$ cat src/rtl/rri_pkg.sv
// Shared constants, scan FSM states and window check for the RRI histogram path.
// Latency: none (types and functions only).
// Backpressure: none.
package rri_pkg;

    localparam int unsigned NUM_BINS_DEF = 1024;
    localparam int unsigned BIN_W        = 10;
    localparam int unsigned VAL_W        = 32;

    typedef enum logic [2:0] {
        IDLE,
        CHECK,
        SCAN,
        DRAIN,
        ERR,
        DONE
    } scan_state_t;

    // A window is unusable if it is inverted or runs past the last bin.
    function automatic logic window_bad(input int unsigned lo,
                                        input int unsigned hi,
                                        input int unsigned num_bins);
        return (lo > hi) || (hi >= num_bins);
    endfunction

endpackage

$ cat src/rtl/peak_tracker.sv
// Running maximum of (index, value) samples; first sample after clr loads unconditionally.
// Latency: result registered one cycle after the qualifying sample.
// Backpressure: none, accepts a sample every cycle smp_vld is high.
module peak_tracker
    import rri_pkg::*;
#(
    parameter int unsigned BIN_W = rri_pkg::BIN_W,
    parameter int unsigned VAL_W = rri_pkg::VAL_W
) (
    input  logic             clk,
    input  logic             rst,
    input  logic             clr,
    input  logic             smp_vld,
    input  logic [BIN_W-1:0] smp_idx,
    input  logic [VAL_W-1:0] smp_dat,
    output logic [BIN_W-1:0] peak_index,
    output logic [VAL_W-1:0] peak_value
);

    logic have_q;

    // Strictly-greater replace keeps the lowest index on ties, since bins arrive ascending.
    always_ff @(posedge clk) begin
        if (rst || clr) begin
            have_q     <= 1'b0;
            peak_index <= '0;
            peak_value <= '0;
        end else if (smp_vld && (!have_q || (smp_dat > peak_value))) begin
            have_q     <= 1'b1;
            peak_index <= smp_idx;
            peak_value <= smp_dat;
        end
    end

endmodule

$ cat src/rtl/peak_scan_ctrl.sv
// Walks bin window [lo_bin..hi_bin] of the histogram RAM and reports the peak bin.
// Latency: done M+RD_LAT+2 cycles after accepted start (M = bins), k+2 on a bad window.
// Backpressure: start is ignored while busy; no stall on the RAM side.
module peak_scan_ctrl
    import rri_pkg::*;
#(
    parameter int unsigned NUM_BINS = rri_pkg::NUM_BINS_DEF,
    parameter int unsigned BIN_W    = rri_pkg::BIN_W,
    parameter int unsigned VAL_W    = rri_pkg::VAL_W,
    parameter int unsigned RD_LAT   = 1
) (
    input  logic             clk,
    input  logic             rst,
    input  logic             start,
    input  logic [BIN_W-1:0] lo_bin,
    input  logic [BIN_W-1:0] hi_bin,
    output logic             busy,
    output logic             done,
    output logic             cfg_err,
    output logic             mem_rd_en,
    output logic [BIN_W-1:0] mem_rd_addr,
    input  logic [VAL_W-1:0] mem_rd_data,
    output logic [BIN_W-1:0] peak_index,
    output logic [VAL_W-1:0] peak_value,
    output logic             peak_valid
);

    // Pipe pattern seen when only the final read is still outstanding.
    localparam logic [RD_LAT-1:0] LAST_ONLY = RD_LAT'(1) << (RD_LAT - 1);

    scan_state_t      state;
    scan_state_t      state_nxt;
    logic [BIN_W-1:0] lo_q;
    logic [BIN_W-1:0] hi_q;
    logic [BIN_W-1:0] addr_q;
    logic             peak_valid_q;
    logic             accept;
    logic [RD_LAT-1:0] rd_vld_pipe;
    logic [BIN_W-1:0] addr_pipe [RD_LAT];

    assign accept = (state == IDLE) && start;

    always_comb begin
        state_nxt = state;
        case (state)
            IDLE:  if (start) state_nxt = CHECK;
            CHECK: state_nxt = window_bad(32'(lo_q), 32'(hi_q), NUM_BINS) ? ERR : SCAN;
            SCAN:  if (addr_q == hi_q) state_nxt = DRAIN;
            DRAIN: if (rd_vld_pipe == LAST_ONLY) state_nxt = DONE;
            ERR:   state_nxt = IDLE;
            DONE:  state_nxt = IDLE;
            default: state_nxt = IDLE;
        endcase
    end

    always_ff @(posedge clk) begin
        if (rst) begin
            state        <= IDLE;
            lo_q         <= '0;
            hi_q         <= '0;
            addr_q       <= '0;
            peak_valid_q <= 1'b0;
        end else begin
            state <= state_nxt;
            if (accept) begin
                lo_q         <= lo_bin;
                hi_q         <= hi_bin;
                peak_valid_q <= 1'b0;
            end
            // Address only moves while reading, so it holds its last value otherwise.
            if ((state == CHECK) && (state_nxt == SCAN)) begin
                addr_q <= lo_q;
            end else if ((state == SCAN) && (addr_q != hi_q)) begin
                addr_q <= addr_q + 1'b1;
            end
            if ((state == DRAIN) && (state_nxt == DONE)) begin
                peak_valid_q <= 1'b1;
            end
        end
    end

    always_ff @(posedge clk) begin
        if (rst) begin
            rd_vld_pipe <= '0;
        end else begin
            rd_vld_pipe[0] <= mem_rd_en;
            for (int i = 1; i < int'(RD_LAT); i++) begin
                rd_vld_pipe[i] <= rd_vld_pipe[i-1];
            end
        end
    end

    always_ff @(posedge clk) begin
        addr_pipe[0] <= addr_q;
        for (int i = 1; i < int'(RD_LAT); i++) begin
            addr_pipe[i] <= addr_pipe[i-1];
        end
    end

    peak_tracker #(
        .BIN_W (BIN_W),
        .VAL_W (VAL_W)
    ) u_tracker (
        .clk        (clk),
        .rst        (rst),
        .clr        (accept),
        .smp_vld    (rd_vld_pipe[RD_LAT-1]),
        .smp_idx    (addr_pipe[RD_LAT-1]),
        .smp_dat    (mem_rd_data),
        .peak_index (peak_index),
        .peak_value (peak_value)
    );

    assign busy        = (state != IDLE);
    assign done        = (state == DONE) || (state == ERR);
    assign cfg_err     = (state == ERR);
    assign mem_rd_en   = (state == SCAN);
    assign mem_rd_addr = addr_q;
    assign peak_valid  = peak_valid_q;

endmodule

$ cat config.mk
export PLATFORM = sky130hd
export DESIGN_NAME = peak_scan_ctrl
export DESIGN_NICKNAME = d
export VERILOG_FILES = /design/src/rtl/rri_pkg.sv /design/src/rtl/peak_tracker.sv /design/src/rtl/peak_scan_ctrl.sv
export SDC_FILE = /design/constraint.sdc
export NUM_CORES = 1
export LEC_CHECK = 0
export CAP_MARGIN = 20
export CORE_MARGIN = 1
export CORE_UTILIZATION = 50
export CTS_CLUSTER_SIZE = 40
export DETAILED_ROUTE_END_ITERATION = 8
export PLACE_DENSITY = 0.89
export SKIP_CTS_REPAIR_TIMING = 1
export SYNTH_ARGS = -nofsm -noshare
export SYNTH_HDL_FRONTEND = slang
export SYNTH_SLANG_ARGS = --single-unit
export TNS_END_PERCENT = 100
$ cat constraint.sdc
create_clock -name clk -period 4.7 [get_ports clk]
set_input_delay 0.705 -clock clk [delete_from_list [all_inputs] [get_ports clk]]
set_output_delay 0.705 -clock clk [all_outputs]
set_load 0.01 [all_outputs]
## After elaboration in Yosys (flattened, before gate mapping)

Memories as Yosys holds them, arrays and structs flattened. A register that Yosys moved wholly into a read port is not among the register bits.
Index checks and enable logic that the tools add are counted.

| storage, ports and cells | value |
|---|---|
| register bits | 68 |
| memory bits (writable) | 10 |
| output and inout port bits | 57 |
| memories | 1 |

Memories:

| memory | depth | bits a word | rd ports | clocked after memory_dff | write ports | line | RTL |
|---|---|---|---|---|---|---|---|
| addr_pipe | 1 | 10 | 1 | 1 | 1 | peak_scan_ctrl.sv:39 | `logic [BIN_W-1:0] addr_pipe [RD_LAT];` |

| cells by class | value |
|---|---|
| add/subtract/negate cells | 1 |
| order comparisons | 2 |
| equal/unequal tests | 9 |
| mux-type cells | 9 |
| reductions and logical operators | 13 |

Operators with widths:

| operator | count |
|---|---|
| greater-than comparator 32 bit | 1 |
| 2-to-1 mux 10 bit | 2 |
| 2-to-1 mux 3 bit | 4 |
| case mux 3 bit (4 select lines) | 1 |
| adder 10 x 1 -> 10 bit, second input constant | 1 |
| equality test 10 bit | 1 |
| greater-than comparator 10 bit | 1 |
| inequality test 10 bit | 1 |
| equality test 3 x 2 -> 1 bit, second input constant | 3 |
| equality test 3 bit, second input constant | 3 |
| logical AND 1 bit | 5 |
| nonzero test 2 bit | 2 |
| equality test 3 x 1 -> 1 bit, second input constant | 1 |
| logical NOT 3 bit | 1 |
| logical OR 1 bit | 3 |
| nonzero test 3 bit | 1 |
| 2-to-1 mux 1 bit | 2 |
| logical NOT 1 bit | 1 |

## Depth between registers and ports, before layout

| depth | value |
|---|---|
| depth after elaboration | 6 |
| gate-level depth with buffers | 10 |
| mapped depth without buffers | 8 |

## Modules after synthesis

From an unflattened synthesis, not the netlist that was laid out.

| second synthesis, totals | value |
|---|---|
| cells, all modules | 556 |
| area, all modules | 4657.0 um^2 |

Modules (own cells, without submodules):

| module | instances | cells an instance | area each (um^2) | sequential area each (um^2) |
|---|---|---|---|---|
| peak_tracker | 1 | 298 | 2524.9 | 860.8 |
| peak_scan_ctrl | 1 | 258 | 2132.0 | 900.9 |

## Worst setup path before layout

No wires, ideal clock.

| path | value |
|---|---|
| kind | input to register |
| start | input mem_rd_data[15] |
| end | register u_tracker.peak_value[10] |
| setup time | 120 ps |
| arrival time | 2499 ps |
| data required time | 4580 ps |
| path slack | 2081 ps |
| cell stages on the path | 8 |
| buffers on the path | 1 |
| path through | ha_1 nand4_2 or4_4 o31ai_4 a41oi_1 clkbuf_2 o21ai_0 a21boi_1 |

| on the way | value |
|---|---|
| longest elaborated chain between the ends | 3 |

RTL lines:

| element | line | RTL |
|---|---|---|
| start: declaration | peak_scan_ctrl.sv:22 | `input logic [VAL_W-1:0] mem_rd_data,` |
| greater-than comparator 32 bit | peak_tracker.sv:28 | `end else if (smp_vld && (!have_q \|\| (smp_dat > peak_value))) begin` |
| logical OR 1 bit | peak_tracker.sv:28 |  |
| logical AND 1 bit | peak_tracker.sv:28 |  |
| end signal: assignment | peak_tracker.sv:31 | `peak_value <= smp_dat;` |
| end: declaration | peak_tracker.sv:17 | `output logic [VAL_W-1:0] peak_value` |

No other way between the ends.
A chain may end at the register's enable or synchronous reset.

## Worst setup path after layout

| path | value |
|---|---|
| start | input mem_rd_data[15] |
| end | register u_tracker.peak_index[8] (read register of addr_pipe) |

| on the way | value |
|---|---|
| longest elaborated chain between the ends | 3 |

RTL lines:

| element | line | RTL |
|---|---|---|
| greater-than comparator 32 bit | peak_tracker.sv:28 |  |
| logical OR 1 bit | peak_tracker.sv:28 |  |
| logical AND 1 bit | peak_tracker.sv:28 |  |
| end: declaration | peak_tracker.sv:16 | `output logic [BIN_W-1:0] peak_index,` |

No other way between the ends.

==> results.md <==
* Final weighted congestion in routability-driven placement at 0.894
* Critical-path cell with the highest stage delay: a31oi_4
* Number of port buffers at 111
* Synthesized Nets at 656
* Unrepaired setup endpoints after global routing: false
* Area Overhead vs Synth at 27.7%
* Clock sink count at 88
* Worst rel slew slack at 0.381
* Crit share post-route at 0.726
* Most common cell after layout, fill and taps aside: clkdlybuf4s50_1
* Hpwl dp at 8.94 mm
* Clock insertion delay at the later pin of the skew report at 0.36 ns
* Core region area at 0.00889 sq mm
* Number of flops mapped to enable cells by yosys at 0
* Total power divided by cell area at 372 mW/mm^2
* Fillcell total at 700
* Die ar. at 0.00977 sq mm
* First-pass GRT wire length at 19.8 mm
* Data required time of the critical path at 4.99 ns
* Layout net count at 751
* FP Rows at 34
* Buffer levels on the longest clock path at 2
* Path type of the worst min-delay path: reg -> reg
* Vias in the first global route at 4,340
* Number of distinct library cells after synthesis at 52
* Arrival time worst endpoint at 3.70 ns
* Average cell area after synthesis at 8.40 sq um
* Proportion of total power due to net switching at 0.350
* Clock-pin slew of the registers on the worst-case setup and hold paths at 0.09 ns
* Count of state elements after synthesis at 88
* Most frequent cells in the layout: clkdlybuf4s50_1, dfxtp_1, nand2_1
* Initial antenna violation count at 0
* Num CTS Buffers at 9
* Slew at the pin closest to its max-slew limit at 0.928 ns
* Share of cells above drive strength 1 at 0.0517
* Total number of vias at 4,372
* Combinational fraction of design power at 0.330
* Synth Cell Area at 0.00469 sq mm
* Post-route antenna net violation count at 0
* GR Overflow Total at 0
* RR Startpoint: u_tracker.peak_value[15]$_SDFFE_PP0P_
* Sw Pwr at 0.778 mW
* Commonest register cell after synthesis: dfxtp_1
* Final worst-path setup slack at 1.29 ns
* Number of vias per cell at 5.71
* Final-layout setup total negative slack at 0 ns
* Internal power at 1.45 mW
* Leakage power at 2.07 nW
* I/O Pins at 112
* Share of power burned in registers at 0.440
* Startpoint of the tightest hold check path: mem_rd_addr[9]$_SDFFE_PP0P_
* H-Tree Level Count at 3
* All-layer global routing usage at 0.250
* Remaining DRCs at 0
* Total of endpoints with negative setup slack in the final report at 0
* Inst Count DP at 750
* Detailed-router iteration count before antenna repair at 4
* Root cell of the clock tree: clkbuf_8
* Initial detailed-routing violation count at 216
* Worst setup slack after placement at 0.950 ns
* Clock tree from TritonCTS: done
* Post-layout utilization of the core at 0.673
* Final cell count without fillers at 766
* Fraction of power consumed by the clock network at 0.231
* Setup Crit Path Kind: in -> reg
* Outcome: complete, no violations
* Final hold slack at 0.430 ns
* Die boundary height at 98.8 um
* Warning count from the yosys run at 0
* Crit path max fanout at 38
* Maximum ir drop on the vdd rail at 293 uV
* Final wirelength at 11.9 mm
* Routed wirelength normalized by instance count at 15.5 um
* List of cells traversed by the critical path: clkdlybuf4s50_1 > ha_1 > nand4_2 > or4_4 > a21o_1 > a31oi_4 > buf_4 > o21ai_1 > a21boi_1
* Critical Path Max Stage Delay at 0.73 ns
* Crit end category: register
* Critical path launch point: mem_rd_data[15]
* Finished layout cell area at 0.00599 sq mm
* Clock period minus worst slack at 3.41 ns
* Initial standard-cell utilization of the core at 0.527
* Die extent in x at 98.8 um
* Total count of hold-check failures in the final report at 0
* Number of inserted diodes at 0
* Sequential share of the synthesized area at 0.376
* Max Cap Viol at 0
* Area after detailed placement at 0.00580 sq mm
* Type of origin of the critical path: input port
* Fraction of synthesis flops using an asynchronous set or reset pin at 0
* Pins Over Slew Limit at 0
* Post-synthesis cell count at 558
* Total power after layout at 2.22 mW
* Final setup skew at 0.0129 ns
* Pin count of the biggest net entering global routing at 44
* Max Clock Freq at 293 MHz
## path summary, 6_finish.rpt
kind                                                             end  slack (ns)  cells after the start
worst max-delay path            u_tracker.peak_index[8]$_SDFFE_PP0P_        1.29                      9
worst min-delay path                         addr_pipe[0][9]$_DFF_P_        0.43                      0
worst max register to register  u_tracker.peak_index[8]$_SDFFE_PP0P_        1.68                      9
worst min register to register               addr_pipe[0][9]$_DFF_P_        0.43                      0
## flip-flops by register name (all words and copies together), names as in the netlist
signal                flops
state                     3
u_tracker.peak_index     10
u_tracker.peak_value     32
peak_valid                1
mem_rd_addr              10
addr_pipe                10
rd_vld_pipe               1
lo_q                     10
hi_q                     10
u_tracker.have_q          1
## worst max-delay path, delay by kind of cell
| kind | cells | cell delay (ns) |
|---|---|---|
| AOI/OAI and AO/OA | 4 | 1.20 |
| adders and majority gates | 1 | 0.35 |
| buffers and inverters | 2 | 0.71 |
| and+or+nand+nor | 2 | 0.74 |
## cell type report
type	instances	area (sq um)	area share
inverters	49	184	0.0307
clock buffers	11	131	0.0219
repair buffers	118	1190	0.199
clock inverters	5	57.6	0.00961
flip-flops and latches	88	1760	0.294
well taps	108	135	0.0226
multi-input cells	387	2530	0.422
## per-layer routing
| layer | wire [um] | track usage |
|---|---|---|
| met4 | 271 | 0.108 |
| met5 | 0 | 0 |
| met3 | 684 | 0.0326 |
| met2 | 6020 | 0.448 |
| met1 | 4930 | 0.299 |
## synth_stat cells, drive strengths merged (4+ instances only)
cell type,number,share of area
xnor2,15,0.028
nand2,61,0.049
o211ai,4,0.0075
a21oi,41,0.044
a21boi,42,0.067
clkbuf,19,0.016
nor3,9,0.0096
nand4,11,0.016
a211oi,10,0.016
nor4,5,0.0080
inv,49,0.039
buf,15,0.032
o21ai,52,0.055
dfxtp,88,0.38
ha,43,0.11
nand3,45,0.048
nor2,18,0.015
## power groups by stage
stage                     Sequential, mW  Combinational, mW  Clock [mW]
after floorplan                    0.967              0.469           0
after global placement             0.986              0.687           0
after detailed placement           0.992              0.719           0
after CTS                          0.976              0.729       0.520
after global routing               0.995              0.810       0.554
final                              0.978              0.733       0.513
## kinds of logic after synthesis
group / Yosys count / share of synthesized area
fa+ha+maj: 43 / 0.115
xor+xnor: 18 / 0.0336
compound gates: 162 / 0.219
flops: 88 / 0.376
buf+inv: 83 / 0.0872
simple gates: 164 / 0.170
(Power assumes the default switching activity.)
